$ cat config.mk
export PLATFORM = sky130hd
export DESIGN_NAME = alu_seq
export DESIGN_NICKNAME = d
export VERILOG_FILES = /design/src/rtl/alu_seq.sv
export SDC_FILE = /design/constraint.sdc
export NUM_CORES = 1
export LEC_CHECK = 0
export ABC_AREA = 1
export CAP_MARGIN = 10
export CORE_ASPECT_RATIO = 0.7
export CORE_MARGIN = 2
export CORE_UTILIZATION = 65
export CTS_BUF_LIST = sky130_fd_sc_hd__clkbuf_8
export DETAILED_ROUTE_END_ITERATION = 16
export HOLD_SLACK_MARGIN = 0.03
export PLACE_DENSITY = 0.89
export SYNTH_ARGS = -nofsm -noshare
export SYNTH_HDL_FRONTEND = slang
export SYNTH_SLANG_ARGS = --single-unit
$ cat constraint.sdc
create_clock -name clk -period 4.5 [get_ports clk]
set_clock_uncertainty 0.1 [all_clocks]
set_input_delay 0.9 -clock clk [delete_from_list [all_inputs] [get_ports clk]]
set_output_delay 0.9 -clock clk [all_outputs]
set_load 0.01 [all_outputs]
$ cat src/rtl/alu_seq.sv
// alu_seq: multi-cycle execute unit. Non-shift operations finish in one
// cycle. Shifts move one bit position per cycle instead of using a barrel
// shifter. Valid/ready handshakes are used on both the request and result sides.
module alu_seq #(
  parameter int WIDTH = 32
) (
  input  logic             clk,
  input  logic             rst_n,
  input  logic             in_valid,
  output logic             in_ready,
  input  logic [3:0]       ALUControl,
  input  logic [WIDTH-1:0] SrcA,
  input  logic [WIDTH-1:0] SrcB,
  output logic             out_valid,
  input  logic             out_ready,
  output logic [WIDTH-1:0] ALUResult,
  output logic             Zero,
  output logic             Illegal
);

  localparam int SHW = $clog2(WIDTH);

  localparam logic [3:0] OP_ADD   = 4'b0000;
  localparam logic [3:0] OP_SUB   = 4'b0001;
  localparam logic [3:0] OP_AND   = 4'b0010;
  localparam logic [3:0] OP_OR    = 4'b0011;
  localparam logic [3:0] OP_XOR   = 4'b0100;
  localparam logic [3:0] OP_SLT   = 4'b0101;
  localparam logic [3:0] OP_SLL   = 4'b0110;
  localparam logic [3:0] OP_SRL   = 4'b0111;
  localparam logic [3:0] OP_SRA   = 4'b1000;
  localparam logic [3:0] OP_SLTU  = 4'b1001;
  localparam logic [3:0] OP_LUI   = 4'b1011;
  localparam logic [3:0] OP_AUIPC = 4'b1100;

  typedef enum logic [1:0] {
    IDLE  = 2'd0,
    SHIFT = 2'd1,
    DONE  = 2'd2
  } state_t;

  state_t           state_q, state_d;
  logic             in_ready_q, in_ready_d;
  logic             out_valid_q, out_valid_d;
  logic [WIDTH-1:0] result_q, result_d;
  logic             zero_q, zero_d;
  logic             illegal_q, illegal_d;
  logic [WIDTH-1:0] acc_q, acc_d;
  logic [SHW-1:0]   cnt_q, cnt_d;
  logic [3:0]       op_q, op_d;

  logic [SHW-1:0]   shamt;
  logic             is_shift;
  logic             is_illegal;
  logic [WIDTH-1:0] single_res;
  logic [WIDTH-1:0] acc_step;

  // Single-cycle operations; unsupported codes and shift codes yield zero here.
  function automatic logic [WIDTH-1:0] alu_single(input logic [3:0] op,
                                                  input logic [WIDTH-1:0] a,
                                                  input logic [WIDTH-1:0] b);
    logic [WIDTH-1:0] r;
    case (op)
      OP_ADD:   r = a + b;
      OP_SUB:   r = a - b;
      OP_AND:   r = a & b;
      OP_OR:    r = a | b;
      OP_XOR:   r = a ^ b;
      OP_SLT:   r = {{(WIDTH-1){1'b0}}, ($signed(a) < $signed(b))};
      OP_SLTU:  r = {{(WIDTH-1){1'b0}}, (a < b)};
      OP_LUI:   r = b;
      OP_AUIPC: r = a + b;
      default:  r = {WIDTH{1'b0}};
    endcase
    return r;
  endfunction

  assign in_ready  = in_ready_q;
  assign out_valid = out_valid_q;
  assign ALUResult = result_q;
  assign Zero      = zero_q;
  assign Illegal   = illegal_q;

  // Decode the incoming request: shift amount, shift class, illegal code, one-cycle result.
  always_comb begin
    shamt      = SrcB[SHW-1:0];
    is_shift   = (ALUControl == OP_SLL) || (ALUControl == OP_SRL) || (ALUControl == OP_SRA);
    is_illegal = (ALUControl == 4'b1010) || (ALUControl == 4'b1101) ||
                 (ALUControl == 4'b1110) || (ALUControl == 4'b1111);
    single_res = alu_single(ALUControl, SrcA, SrcB);
  end

  // One-bit shift step in the latched direction; sra keeps the sign bit, which equals the original MSB.
  always_comb begin
    case (op_q)
      OP_SLL:  acc_step = {acc_q[WIDTH-2:0], 1'b0};
      OP_SRL:  acc_step = {1'b0, acc_q[WIDTH-1:1]};
      OP_SRA:  acc_step = {acc_q[WIDTH-1], acc_q[WIDTH-1:1]};
      default: acc_step = acc_q;
    endcase
  end

  // Next-state and next-output logic of the IDLE/SHIFT/DONE controller.
  always_comb begin
    state_d     = state_q;
    in_ready_d  = in_ready_q;
    out_valid_d = out_valid_q;
    result_d    = result_q;
    zero_d      = zero_q;
    illegal_d   = illegal_q;
    acc_d       = acc_q;
    cnt_d       = cnt_q;
    op_d        = op_q;
    case (state_q)
      IDLE: begin
        if (in_valid) begin
          if (is_shift && (shamt != {SHW{1'b0}})) begin
            acc_d      = SrcA;
            cnt_d      = shamt;
            op_d       = ALUControl;
            state_d    = SHIFT;
            in_ready_d = 1'b0;
          end else begin
            result_d    = is_shift ? SrcA : single_res;
            zero_d      = is_shift ? (SrcA == {WIDTH{1'b0}}) : (single_res == {WIDTH{1'b0}});
            illegal_d   = is_illegal;
            state_d     = DONE;
            in_ready_d  = 1'b0;
            out_valid_d = 1'b1;
          end
        end else begin
          state_d = IDLE;
        end
      end
      SHIFT: begin
        acc_d = acc_step;
        cnt_d = cnt_q - {{(SHW-1){1'b0}}, 1'b1};
        if (cnt_q == {{(SHW-1){1'b0}}, 1'b1}) begin
          result_d    = acc_step;
          zero_d      = (acc_step == {WIDTH{1'b0}});
          illegal_d   = 1'b0;
          state_d     = DONE;
          out_valid_d = 1'b1;
        end else begin
          state_d = SHIFT;
        end
      end
      DONE: begin
        if (out_ready) begin
          state_d     = IDLE;
          in_ready_d  = 1'b1;
          out_valid_d = 1'b0;
        end else begin
          state_d = DONE;
        end
      end
      default: begin
        state_d     = IDLE;
        in_ready_d  = 1'b1;
        out_valid_d = 1'b0;
      end
    endcase
  end

  // State and output registers; asynchronous reset discards any in-flight work.
  always_ff @(posedge clk or negedge rst_n) begin
    if (!rst_n) begin
      state_q     <= IDLE;
      in_ready_q  <= 1'b1;
      out_valid_q <= 1'b0;
      result_q    <= {WIDTH{1'b0}};
      zero_q      <= 1'b0;
      illegal_q   <= 1'b0;
      acc_q       <= {WIDTH{1'b0}};
      cnt_q       <= {SHW{1'b0}};
      op_q        <= 4'b0000;
    end else begin
      state_q     <= state_d;
      in_ready_q  <= in_ready_d;
      out_valid_q <= out_valid_d;
      result_q    <= result_d;
      zero_q      <= zero_d;
      illegal_q   <= illegal_d;
      acc_q       <= acc_d;
      cnt_q       <= cnt_d;
      op_q        <= op_d;
    end
  end

endmodule

==> results.md, run 1 <==
* Cell breakdown of the critical path: clkdlybuf4s50_1 -> inv_1 -> ha_1 -> nor2_1 -> nand3_1 -> nand3_1 -> nand2_1 -> nand2_1 -> nand2_1 -> nand3_1 -> nand3_1 -> nor2_1 -> nand3_1 -> nor2_1 -> nand2_1 -> nor2_1 -> nand2_1 -> nand2_1 -> nand2_1 -> a21oi_2
* Initial antenna violation count at 1
* Drt drc at 0
* RSZ-0062 raised after global routing: false
* Synth Instances at 1948
* Cell Pwr Density at 403 nW/um^2
* Overall routing resource usage at 0.490
* Layout cell share with drive strength beyond 1 at 0.0472
* CP Data Arrival Time at 4.69 ns
* Drt wl/cell at 20.2 um
* Vias per std cell at 6.30
* Startpoint types: input port
* ANT cells at 0
* Hold Crit Start: ALUResult[29]$_DFFE_PN0P_
* Worst path top cell family by delay: simple AND/OR/NAND/NOR gates
* Clk_lat worst skew at 0.37 ns
* Fin. max-slew vios at 0
* Initial Utilization at 0.661
* Setup ws final at 0.00115 ns
* Worst-Margin Slew at 1.09 ns
* Pleak at 6.79 nW
* Place WS at -0.0248 ns
* Vias in the first global route at 13100
* Crit path max fanout at 7
* Peak VDD IR at 0.412 mV
* Row count at 40
* R2r setup slk at 1.30 ns
* Sw Pwr at 0.00262 W
* Syn Nets at 2120
* CP Capture Type: flip-flop
* Synth Area per Inst at 5.79 um^2
* WHS Endpoint: ALUResult[29]$_DFFE_PN0P_
* WS Path Type: input port to flip-flop
* Final Hold Viols at 0
* Worst Path Buf+Inv at 2
* CP required at 4.69 ns
* Pwr Total at 0.00514 W
* Post-synthesis cell area at 11300 um^2
* CTS tree: yes
* Logic pwr share at 0.644
* Final wirelength at 45700 um
* Drt initial violations at 2699
* RR Endpoint: Zero$_DFFE_PN0P_
* Dpl hpwl at 36200 um
* CTS max path bufs at 2
* Number of port buffers at 107
* Largest net degree at the start of global routing at 66
* Setup Fix Bufs, Post-CTS at 0
* Worst min-delay path category: flip-flop to flip-flop
* Die width at 161 um
* Die height at 114 um
* Grt ovf at 0
* Total CTS buffers at 9
* Post-cts resize count at 0
* Nets at 2201
* Hold Crit Depth at 2
* Antenna-violating nets left at 0
* Die footprint at 18400 um^2
* Net Sw Frac at 0.509
* Reg clk slew, reported paths at 0.09 ns
* Via count at 14300
* Core Area at 17100 um^2
* Most frequent cells in the layout: nand2_1, inv_1, nand3_1
* Post-synth cell types at 46
* Max Cap Viol at 0
* Worst relative slew slack at 0.272
* IO Pins at 108
* Slowest stage delay, CP at 0.53 ns
* R2r startpoint: op_q[3]$_DFFE_PN0P_
* First drt pass iteration count at 8
* Register share of total power at 0.250
* Worst path slowest cell: clkdlybuf4s50_1
* Hold_buf cts at 0
* First-pass GRT wire length at 70700 um
* Clock power share at 0.106
* Status: finished clean
* Fmax achieved at 222 MHz
* CTS Root Cell: clkbuf_8
* Layout area overhead at 13.0%
* Most common cell after layout, fill and taps aside: nand2_1
* H-tree depth at 3
* Worst R2R Path Depth at 9
* Final core utilization at 0.748
* Sink Count at 79
* Period utilization at 1.00
* Internal power at 0.00252 W
* Synth Register Bits at 79
* # setup viols final at 0
* Synth warn at 0
* CP most frequent cell: nand2_1
* Placer congestion estimate at 1.18
* Post-layout min period at 4.50 ns
* Register area share after synthesis at 0.175
[logic make-up (layout without fill, tap and decap cells)]
logic type               after synthesis  after routing  share of synthesized area
buffers and inverters                424            510                      0.152
AO/OA/AOI/OAI                        325            325                      0.182
AND/OR/NAND/NOR                     1017           1017                      0.376
adder cells (fa/ha/maj)              100            100                      0.112
flip-flops                            79             79                      0.175
XOR/XNOR                               3              3                    0.00233
[per-stage QoR]
stage               hold slack [ns]  area [um^2]  std cells  setup TNS, ns
finish                        0.394        12800       2265              0
CTS                           0.397        12800       2265              0
detailed placement            0.376        12600       2249        -0.0248
global route                  0.405        12800       2265              0
global placement              0.367        12600       2249        -0.0718
floorplan                     0.387        11300       1948              0
[worst register-to-register path: stages, from the launching register on]
cell and delay [ns]:
dfrtp_1 0.41, nor2_1 0.14, nand2_1 0.10, nand2_1 0.72, o221ai_1 0.28, nor4_1 0.84, nand4_1 0.17, nor2_1 0.13
nor2_1 0.06, a21oi_2 0.17
[flip-flops by register name (all words and copies together) (netlist names)]
name / count
ALUResult: 32
acc_q: 32
cnt_q: 5
op_q: 4
state_q: 2
Illegal: 1
Zero: 1
in_ready: 1
out_valid: 1
[how the worst max path moves through the flow]
stage,start,to,slack (ns),depth (start not counted)
floorplan,SrcA[0],Zero$_DFFE_PN0P_,1.49,22
global placement,SrcA[2],Zero$_DFFE_PN0P_,-0.07,21
detailed placement,SrcB[4],Zero$_DFFE_PN0P_,-0.02,20
CTS,SrcB[4],Zero$_DFFE_PN0P_,0.34,20
global route,SrcA[2],Zero$_DFFE_PN0P_,0.005,21
finish,SrcA[3],Zero$_DFFE_PN0P_,0.001,20
[layout make-up]
cell class              count  area, um^2
multi-input cells        1445        7600
fillers                  1426        4310
inverters                 345        1290
flip-flops and latches     79        1980
clock inverters             7        72.6
repair buffers            149        1400
clock buffers               9         124
well taps                 231         289
[synth_stat cells, drive strengths merged]
cell type / n / area (um^2)
nor3b: 1 / 12.5
fa: 2 / 40.0
a21boi: 7 / 52.6
buf: 54 / 328
a31oi: 3 / 18.8
xnor2: 2 / 17.5
inv: 345 / 1290
and2: 3 / 18.8
xor2: 1 / 8.76
nand2: 578 / 2180
o21ai: 81 / 405
nor3: 20 / 110
dfrtp: 78 / 1950
a22oi: 28 / 229
nand3: 186 / 936
nor2: 189 / 734
o211ai: 7 / 52.6
o21bai: 8 / 60.1
clkbuf: 25 / 93.8
a21oi: 93 / 469
a211oi: 2 / 15.0
or2: 4 / 25.0
o221ai: 32 / 280
o22ai: 25 / 156
nor4: 9 / 56.3
ha: 98 / 1230
a2bb2oi: 1 / 8.76
a221oi: 14 / 123
nand4: 25 / 156
o2111ai: 1 / 8.76
dfstp: 1 / 26.3
o21a: 23 / 173
nand3b: 2 / 15.0
[power by group through the flow]
stage | Sequential (W) | Clock, W | Combinational [W]
after floorplan | 0.00131 | 0 | 0.00196
after global routing | 0.00131 | 0.000571 | 0.00352
after global placement | 0.00127 | 0 | 0.00304
after CTS | 0.00128 | 0.000539 | 0.00316
final | 0.00128 | 0.000545 | 0.00331
after detailed placement | 0.00128 | 0 | 0.00312
[routing by layer]
layer / wire (um) / GRT usage / vias up
met5: 0 / 0 / -
met4: 2760 / 0.238 / 0
met3: 7900 / 0.162 / 240
li1: - / - / 6442
met1: 17000 / 0.654 / 6263
met2: 18100 / 0.714 / 1333
Power figures use the tool's default switching activity.
==> inputs of run 2 (changes only) <==
--- a/config.mk
+++ b/config.mk
@@ -14,6 +14,7 @@
 export DETAILED_ROUTE_END_ITERATION = 16
 export HOLD_SLACK_MARGIN = 0.03
 export PLACE_DENSITY = 0.89
+export SKIP_LAST_GASP = 1
 export SYNTH_ARGS = -nofsm -noshare
 export SYNTH_HDL_FRONTEND = slang
 export SYNTH_SLANG_ARGS = --single-unit
==> results of run 2 <==
No change in the layout: final DEF, timing and power equal those of run 1.
